[config.mk]
export PLATFORM = sky130hd
export DESIGN_NAME = lsu_mem_master
export DESIGN_NICKNAME = d
export VERILOG_FILES = /design/src/rtl/lsu_mem_master.sv
export SDC_FILE = /design/constraint.sdc
export NUM_CORES = 1
export LEC_CHECK = 0
export CAP_MARGIN = 20
export CORE_MARGIN = 3
export CORE_UTILIZATION = 39
export CTS_CLUSTER_DIAMETER = 30
export CTS_CLUSTER_SIZE = 8
export DETAILED_ROUTE_END_ITERATION = 6
export PLACE_DENSITY = 0.73
export SYNTH_ARGS = -nofsm -noshare
export SYNTH_HDL_FRONTEND = slang
export SYNTH_SLANG_ARGS = --single-unit
[constraint.sdc]
create_clock -name clk -period 3.8 [get_ports clk]
set_input_delay 0.38 -clock clk [delete_from_list [all_inputs] [get_ports clk]]
set_output_delay 0.38 -clock clk [all_outputs]
set_load 0.01 [all_outputs]
[src/rtl/lsu_mem_master.sv]
`default_nettype none
// ============================================================================
// Module      : lsu_mem_master
// Description : Load/store unit, initiator side of the word-wide data memory.
//               One request at a time; byte/half loads are lane-extracted and
//               sign/zero extended, byte/half stores use read-modify-write.
//               Optional macro LSU_ALIGN_CHECK_EN turns misaligned half/word
//               accesses into errors instead of ignoring the low address bits.
// Revision    : 1.0 - initial release
// ============================================================================
module lsu_mem_master #(
    parameter int MEM_WORDS = 1024
) (
    input  logic        clk,
    input  logic        rst,
    input  logic        req_valid,
    output logic        req_ready,
    input  logic        req_we,
    input  logic [1:0]  req_size,
    input  logic        req_unsigned,
    input  logic [31:0] req_addr,
    input  logic [31:0] req_wdata,
    output logic        resp_valid,
    output logic [31:0] resp_rdata,
    output logic        resp_err,
    output logic [31:0] mem_addr,
    output logic [31:0] mem_wdata,
    output logic        mem_wmem,
    output logic        mem_rmem,
    output logic [1:0]  mem_memsz,
    input  logic [31:0] mem_rdata
);

    localparam logic [29:0] c_mem_words = 30'(MEM_WORDS);

    typedef enum logic [2:0] {
        S_IDLE   = 3'd0,
        S_LOAD   = 3'd1,
        S_RMW_RD = 3'd2,
        S_WRITE  = 3'd3,
        S_RESP   = 3'd4
    } state_t;

    state_t      r_state;
    state_t      w_next;

    logic [1:0]  r_size;
    logic        r_uns;
    logic [31:0] r_addr;
    logic [31:0] r_merge;    // store data, becomes the full word to write
    logic [31:0] r_rdata;
    logic        r_err;

    logic        w_fire;
    logic        w_misalign;
    logic        w_err;
    logic [7:0]  w_byte;
    logic [15:0] w_half;
    logic [31:0] w_load_data;
    logic [31:0] w_merged;

    assign w_fire = req_valid && (r_state == S_IDLE) && !rst;

`ifdef LSU_ALIGN_CHECK_EN
    assign w_misalign = ((req_size == 2'b01) && req_addr[0]) ||
                        ((req_size == 2'b10) && (req_addr[1:0] != 2'b00));
`else
    assign w_misalign = 1'b0;
`endif

    assign w_err = (req_size == 2'b11) || (req_addr[31:2] >= c_mem_words) || w_misalign;

    assign resp_rdata = r_rdata;
    assign resp_err   = r_err;

    // State register
    always_ff @(posedge clk) begin
        if (rst) begin
            r_state <= S_IDLE;
        end else begin
            r_state <= w_next;
        end
    end

    // Next-state and memory/handshake outputs; everything is quiet during rst
    always_comb begin
        w_next     = r_state;
        req_ready  = 1'b0;
        resp_valid = 1'b0;
        mem_addr   = 32'h0;
        mem_wdata  = 32'h0;
        mem_wmem   = 1'b0;
        mem_rmem   = 1'b0;
        mem_memsz  = 2'b00;
        if (!rst) begin
            case (r_state)
                S_IDLE: begin
                    req_ready = 1'b1;
                    if (req_valid) begin
                        if (w_err) begin
                            w_next = S_RESP;
                        end else if (!req_we) begin
                            w_next = S_LOAD;
                        end else if (req_size == 2'b10) begin
                            w_next = S_WRITE;
                        end else begin
                            w_next = S_RMW_RD;
                        end
                    end
                end
                S_LOAD: begin
                    mem_addr  = {r_addr[31:2], 2'b00};
                    mem_rmem  = 1'b1;
                    mem_memsz = r_size;
                    w_next    = S_RESP;
                end
                S_RMW_RD: begin
                    mem_addr  = {r_addr[31:2], 2'b00};
                    mem_rmem  = 1'b1;
                    mem_memsz = 2'b10;
                    w_next    = S_WRITE;
                end
                S_WRITE: begin
                    mem_addr  = {r_addr[31:2], 2'b00};
                    mem_wdata = r_merge;
                    mem_wmem  = 1'b1;
                    mem_memsz = 2'b10;
                    w_next    = S_RESP;
                end
                S_RESP: begin
                    resp_valid = 1'b1;
                    w_next     = S_IDLE;
                end
                default: w_next = S_IDLE;
            endcase
        end
    end

    // Lane extraction and extension of the word read in LOAD
    always_comb begin
        case (r_addr[1:0])
            2'd0:    w_byte = mem_rdata[7:0];
            2'd1:    w_byte = mem_rdata[15:8];
            2'd2:    w_byte = mem_rdata[23:16];
            default: w_byte = mem_rdata[31:24];
        endcase
        w_half = r_addr[1] ? mem_rdata[31:16] : mem_rdata[15:0];
        case (r_size)
            2'b00:   w_load_data = {{24{w_byte[7] & ~r_uns}}, w_byte};
            2'b01:   w_load_data = {{16{w_half[15] & ~r_uns}}, w_half};
            default: w_load_data = mem_rdata;
        endcase
    end

    // Merge of the store data into the word read in RMW_RD
    always_comb begin
        w_merged = mem_rdata;
        if (r_size == 2'b00) begin
            case (r_addr[1:0])
                2'd0:    w_merged[7:0]   = r_merge[7:0];
                2'd1:    w_merged[15:8]  = r_merge[7:0];
                2'd2:    w_merged[23:16] = r_merge[7:0];
                default: w_merged[31:24] = r_merge[7:0];
            endcase
        end else if (r_addr[1]) begin
            w_merged[31:16] = r_merge[15:0];
        end else begin
            w_merged[15:0] = r_merge[15:0];
        end
    end

    // Request latch, load capture and RMW merge register
    always_ff @(posedge clk) begin
        if (rst) begin
            r_size  <= 2'b00;
            r_uns   <= 1'b0;
            r_addr  <= 32'h0;
            r_merge <= 32'h0;
            r_rdata <= 32'h0;
            r_err   <= 1'b0;
        end else if (w_fire) begin
            r_size  <= req_size;
            r_uns   <= req_unsigned;
            r_addr  <= req_addr;
            r_merge <= req_wdata;
            r_rdata <= 32'h0;
            r_err   <= w_err;
        end else if (r_state == S_LOAD) begin
            r_rdata <= w_load_data;
        end else if (r_state == S_RMW_RD) begin
            r_merge <= w_merged;
        end
    end

endmodule
`default_nettype wire
Word-level counts from Yosys, hierarchy flattened

Cells that the tools add are included.
Widths: inputs -> output; s select.

Word-level logic and storage cells: 75
Bits in registers: 103

Muxes and demuxes: 32
Equality and inequality tests: 12
Reductions and logical operators: 18
$lt $le $gt $ge: 1
Bitwise operators: 3

Operator list:

| kind                 | number |
|---|---|
| $mux 32              | 8 |
| $pmux 32 s2          | 1 |
| $mux 16              | 3 |
| $mux 8               | 4 |
| $ge 30x11->1 const B | 1 |
| $pmux 8 s3           | 1 |
| $mux 1               | 9 |
| $pmux 3 s3           | 1 |
| $reduce_or 2->1      | 4 |
| $eq 2x2->1 const B   | 3 |
| $eq 3x2->1 const B   | 2 |
| $mux 3               | 2 |
| $reduce_or 3->1      | 2 |
| $eq 2x1->1 const B   | 2 |
| $logic_not 2->1      | 2 |
| $mux 2               | 2 |
| $ne 2x2->1 const B   | 2 |
| $pmux 2 s2           | 1 |
| $reduce_and 4->1     | 1 |
| $eq 3x1->1 const B   | 1 |
| $eq 3x3->1 const B   | 1 |
| $logic_not 3->1      | 1 |
| $ne 3x3->1 const B   | 1 |
| $reduce_and 3->1     | 1 |
| 8 further kinds      | 10 |

Depth between registers and ports, before layout

Gate-level depths: netlist (run 1).

Depth after elaboration: 7
Depth in mapped cells: 8

Worst setup path before layout (run 1)

No wires, ideal clock.

Path kind: register to output
Start: reg r_size[1]
End: out mem_memsz[1]
Slack: 1.651 ns
Arrival time: 1.769 ns
Data required time: 3.420 ns
Stages on the path, launching flop included: 5
Cells stage by stage: dfxtp_1 > clkbuf_1 > clkbuf_1 > inv_1 > a2111oi_0

Longest elaborated chain between the ends: 2

RTL lines:

| element                  | RTL line | source |
|---|---|---|
| start: declaration       | 47       | `logic [1:0] r_size;` |
| start signal: assignment | 182      | `r_size <= req_size;` |
| $pmux 2 s2               | 96       | `case (r_state)` |
| $mux 2                   | 95       | `if (!rst) begin` |
| end: declaration         | 30       | `output logic [1:0] mem_memsz,` |

Every way passes these cells.

Worst setup path in the final report (run 1)

Start: in rst
End: out mem_wdata[6]

Longest elaborated chain between the ends: 1

RTL lines:

| element            | RTL line | source |
|---|---|---|
| start: declaration | 15       | `input logic rst,` |
| $mux 32            | 95       |  |
| end: declaration   | 27       | `output logic [31:0] mem_wdata,` |

Every way passes these cells.

==> impl_metrics.json, run 1 <==
{
  "rsz0062_at_grt": "no",
  "area_delta_synth_final_pct": 46.3,
  "holdWs_ns": 0.468,
  "gp_congestion": 0.900,
  "final_net_count": 887,
  "worst-path-buf-inv": 3,
  "crit_slowest_cell": "clkdlybuf4s50_1",
  "synth_top_area_share_pct": 39.9,
  "wl_per_cell_um": 19.0,
  "port_buffers": 203,
  "power_uw": 2400,
  "dp.final_hpwl_um": 13700,
  "ys.warnings.count": 0,
  "power_density_nw_per_um2": 317,
  "cts_resized": 0,
  "relSlewSlack_pct": 36.8,
  "firstDrtPassIters": 5,
  "hold_viol": 0,
  "insertedDiodeCount": 0,
  "cts.clk_slew.worst_paths_ns": 0.06,
  "antenna_found_initial": 0,
  "status": "completed",
  "grt-ovfl-total": 0,
  "postCtsSetupRepairBufs": 0,
  "grt_pass1_vias": 5141,
  "core_um2": 12800,
  "final_util_pct": 59.3,
  "cts_sinks": 103,
  "setup_violations": 0,
  "post-synth-top-count-cell": "dfxtp_1",
  "fmax_mhz": 342,
  "grt_pass1_wl_um": 27900,
  "synthArstFlopShare_pct": 0,
  "clock_skew_ns": 0.00397,
  "ant_nets": 0,
  "finalCriticalPeriod_ns": 2.93,
  "drive_above_1_share_pct": 4.82,
  "grt_use_met1_pct": 32.8,
  "numCtsBuffers": 9,
  "die_y_um": 121,
  "leakage_uw": 0.00278,
  "critPathMaxFanout": 30,
  "syn_avg_cell_area_um2": 8.38,
  "cp_cell_sequence": "clkdlybuf4s50_1 -> nor2_1 -> and3_1 -> buf_4 -> and2_1 -> clkdlybuf4s50_1",
  "num_vias": 5530,
  "vdd_ir_drop_max_uv": 219,
  "cp.required_ns": 3.42,
  "slew_viol_final": 0,
  "cpPeakStageDelay_ns": 0.66,
  "grt_max_degree": 49,
  "fin_setup_tns_ns": 0,
  "cts_max_level": 3,
  "yosysTopAreaCell": "dfxtp_1",
  "synth_cell_types": 48,
  "ys_seq_elements": 103,
  "pin_count": 206,
  "cp_top_family": "buffers and inverters",
  "synthFlopType": "dfxtp_1",
  "cts_root_buf": "clkbuf_16",
  "grt_util_met2_pct": 37.5,
  "finalWirelength_um": 18300,
  "seq_area_frac_synth_pct": 39.9,
  "use_met3_pct": 6.01,
  "worstMarginPinSlew_ns": 0.946,
  "drt-initial-drc-count": 489,
  "hp-class": "flop to flop",
  "netlist_area_um2": 5170,
  "synth-edff-count": 0,
  "die_w_um": 121,
  "end_kind": "output pin",
  "busiest_layer": "met2",
  "drc_errors": 0,
  "critPathArrivalTime_ns": 2.55,
  "cts_tree": "done",
  "grt_usage_pct": 24.0,
  "synth_area_leaders": "dfxtp_1, and2_1, a22o_1",
  "start_util_pct": 40.5,
  "viasPerCell": 5.76,
  "maxCapViolCount": 0,
  "synth_top_cells_by_count": "dfxtp_1, nand2_1, o21ai_0",
  "num_rows": 41,
  "min_period_over_period_pct": 77.0,
  "clk-insertion-delay-late_ns": 0.34,
  "crit_top_cell": "clkdlybuf4s50_1",
  "die_area_um2": 14700,
  "clock_path_buffers": 2,
  "hold_buffers": 0,
  "crit_type": "primary input to output pin",
  "syn_inst": 617,
  "start_kind": "primary input"
}
[final cells by class]
| cell class | instances | area, µm² |
|---|---|---|
| flip-flops and latches | 103 | 2060 |
| fillers | 1121 | 5200 |
| well taps | 172 | 215 |
| multi-input cells | 453 | 2880 |
| repair buffers | 214 | 2130 |
| inverters | 3 | 11.3 |
| clock buffers | 12 | 246 |
| clock inverters | 3 | 20.0 |
[layout by cell type, fill, tap and decap left out, drive strengths merged, types with 12 or more instances in the layout]
cell and n:
a21oi 31, a221oi 12, a22o 43, a22oi 12
and2 63, clkbuf 12, clkdlybuf4s50 203, dfxtp 103
mux2i 18, nand2 69, nor2 28, o21ai 67
o31ai 12
[flip-flops by register name, summed over array words and instances, names as in the netlist]
| name | flops |
|---|---|
| r_merge | 32 |
| resp_err | 1 |
| resp_rdata | 32 |
| r_uns | 1 |
| r_state | 3 |
| r_size | 2 |
| r_addr | 32 |
[worst register-to-register path, delay by kind of cell (launching register included)]
kind / cells / cell delay (ns)
AND/OR/NAND/NOR: 2 / 0.84
flip-flops: 1 / 0.60
AO/OA/AOI/OAI: 2 / 1.01
[routing by layer]
| layer | vias to the layer above | share of wire, % |
|---|---|---|
| li1 | 2580 | - |
| met1 | 2647 | 42 |
| met2 | 277 | 47 |
| met3 | 26 | 8.9 |
| met4 | 0 | 1.8 |
| met5 | - | 0 |
[report_power, final]
| group | internal (µW) | total, µW | switching (µW) |
|---|---|---|---|
| logic | 191 | 371 | 179 |
| registers | 1130 | 1180 | 47.6 |
| clock network | 458 | 849 | 391 |
[metrics by stage]
stage	instances	instance area (µm²)	setup WS, ns
floorplan	618	5180	1.65
global placement	944	7270	0.970
detailed placement	944	7270	0.877
CTS	959	7540	0.894
global route	960	7570	0.728
finish	960	7570	0.872
[final timing paths]
check                           cells after the start                    from                 endpoint  slack, ns
worst max-delay path                                6                     rst             mem_wdata[6]       0.87
worst min-delay path                                1  r_addr[2]$_SDFFE_PP0P_   r_addr[2]$_SDFFE_PP0P_       0.47
worst max register to register                      4  r_size[0]$_SDFFE_PP0P_  r_merge[0]$_SDFFE_PP0P_       1.26
worst min register to register                      1  r_addr[2]$_SDFFE_PP0P_   r_addr[2]$_SDFFE_PP0P_       0.47
[cells by family after synthesis]
family	after synthesis	share of synthesized area, %
AO/OA/AOI/OAI	217	29.5
AND/OR/NAND/NOR	216	22.0
flip-flops	103	39.9
buffers and inverters	62	5.06
multiplexers	18	3.48
other	1	0.0725
(Power assumes the default switching activity.)
==> run 2, diff against run 1 <==
--- a/config.mk
+++ b/config.mk
@@ -11,7 +11,7 @@
 export CTS_CLUSTER_DIAMETER = 30
 export CTS_CLUSTER_SIZE = 8
 export DETAILED_ROUTE_END_ITERATION = 6
-export PLACE_DENSITY = 0.73
+export PLACE_DENSITY = 0.76
 export SYNTH_ARGS = -nofsm -noshare
 export SYNTH_HDL_FRONTEND = slang
 export SYNTH_SLANG_ARGS = --single-unit
==> constraint.sdc (replaced) <==
create_clock -name clk -period 2.39 [get_ports clk]
set_input_delay 0.239 -clock clk [delete_from_list [all_inputs] [get_ports clk]]
set_output_delay 0.239 -clock clk [all_outputs]
set_load 0.01 [all_outputs]
==> impl_metrics.json, run 2 (same netlist as run 1, synthesis figures left out) <==
{
  "status": "completed",
  "clock_skew_ns": 0.00708,
  "cts_root_buf": "clkbuf_16",
  "relSlewSlack_pct": 55.1,
  "finalWirelength_um": 18800,
  "grt-ovfl-total": 0,
  "cp.required_ns": 2.15,
  "final_common_cell": "clkdlybuf4s50_1",
  "firstDrtPassIters": 5,
  "grt_max_degree": 43,
  "finalCriticalPeriod_ns": 2.33,
  "cts_tree": "done",
  "crit_type": "flop to output pin",
  "power_density_nw_per_um2": 526,
  "ant_nets": 0,
  "hp-class": "primary input to flop",
  "reg2reg_setup_slack_ns": 0.41,
  "num_vias": 5560,
  "grt_use_met1_pct": 33.5,
  "leakage_uw": 0.00288,
  "fmax_mhz": 429,
  "final_cell_mix": "clkdlybuf4s50_1, dfxtp_1, nand2_1, o21ai_0, and2_1",
  "grt_usage_pct": 24.9,
  "grt_pass1_wl_um": 28900,
  "final_net_count": 900,
  "slew_viol_final": 0,
  "maxCapViolCount": 0,
  "fin_area_um2": 7750,
  "die_w_um": 121,
  "num_rows": 41,
  "gp_congestion": 0.993,
  "fin_setup_tns_ns": 0,
  "start_util_pct": 40.5,
  "use_met3_pct": 4.29,
  "hold_viol": 0,
  "die_area_um2": 14700,
  "cp_cell_sequence": "inv_1 -> a2111oi_0 -> clkdlybuf4s50_1",
  "crit_slowest_cell": "clkdlybuf4s50_1",
  "holdWs_ns": 0.444,
  "cts_max_level": 3,
  "setup_violations": 0,
  "power_uw": 4080,
  "rsz0062_at_grt": "no",
  "start_kind": "flop",
  "die_y_um": 121,
  "pin_count": 206,
  "wl_per_cell_um": 19.3,
  "grt_pass1_vias": 5412,
  "viasPerCell": 5.71,
  "core_um2": 12800,
  "area_delta_synth_final_pct": 49.9,
  "dp.final_hpwl_um": 14500,
  "drc_errors": 0,
  "busiest_layer": "met2",
  "end_kind": "output pin",
  "placed_area_um2": 7410,
  "critPathMaxFanout": 8,
  "grt_util_met2_pct": 40.5,
  "port_buffers": 203,
  "critPathArrivalTime_ns": 2.09,
  "cts.clk_slew.worst_paths_ns": 0.07,
  "numCtsBuffers": 9,
  "min_period_over_period_pct": 97.4,
  "clk-insertion-delay-late_ns": 0.35,
  "cts_sinks": 103,
  "drive_above_1_share_pct": 7.23,
  "insertedDiodeCount": 0,
  "clock_path_buffers": 2,
  "drt-initial-drc-count": 473,
  "worstMarginPinSlew_ns": 0.671,
  "vdd_ir_drop_max_uv": 327,
  "cpPeakStageDelay_ns": 0.63,
  "antenna_found_initial": 0
}
==> run 2: cell types whose count changed in the layout (fill, tap and decap cells not counted), sizes merged <==
cell / before / now
buf: 11 / 24
clkbuf: 12 / 11
clkinvlp: 2 / 1
clkinv: 1 / 2
bufinv: 0 / 2
==> run 2: stage by stage <==
step                      instances  worst slack, ns  utilization, %
after floorplan                 618            0.382               -
after global placement          957            0.177            58.0
after detailed placement        957            0.180            58.0
after CTS                       973          -0.0591            60.6
after global routing            974           0.0184            60.7
final                           974           0.0617            60.7
==> run 2: report_power, final <==
part / switching (µW) / internal, µW
registers: 60.1 / 1800
logic: 307 / 314
clock network: 658 / 947
total: 1020 / 3060
==> run 2: final timing paths <==
path / from / to / depth (start not counted)
max: r_size[1]$_SDFFE_PP0P_ / mem_memsz[1] / 3
min: req_wdata[18] / r_merge[18]$_SDFFE_PP0P_ / 3
max reg2reg: r_size[1]$_SDFFE_PP0P_ / r_merge[10]$_SDFFE_PP0P_ / 5
min reg2reg: r_addr[14]$_SDFFE_PP0P_ / r_addr[14]$_SDFFE_PP0P_ / 1
==> run 2: area by class of cell <==
cell class              instances  area (µm²)
clock buffers                  11         243
clock inverters                 5        81.3
fillers                      1096        5020
inverters                       3        11.3
multi-input cells             453        2890
flip-flops and latches        103        2060
well taps                     172         215
repair buffers                227        2250
==> run 2: metal layers <==
layer | wire (µm) | part of all wire (%)
met1 | 7930 | 42
met2 | 9020 | 48
met3 | 1510 | 8.0
met4 | 382 | 2.0
met5 | 0 | 0
==> run 2: what timing repair did <==
item | in CTS | in global routing
pin swaps | 1 | 1
setup endpoints to repair | 2 | 58
hold buffers | 0 | 0
setup buffers | 0 | 1
gates resized for setup | 2 | 3
==> run 2: critical path: cells and delay by family (launching register included) <==
family / cells / cell delay [ns]
AO/OA/AOI/OAI: 1 / 0.50
buffers and inverters: 2 / 0.84
flip-flops: 1 / 0.40
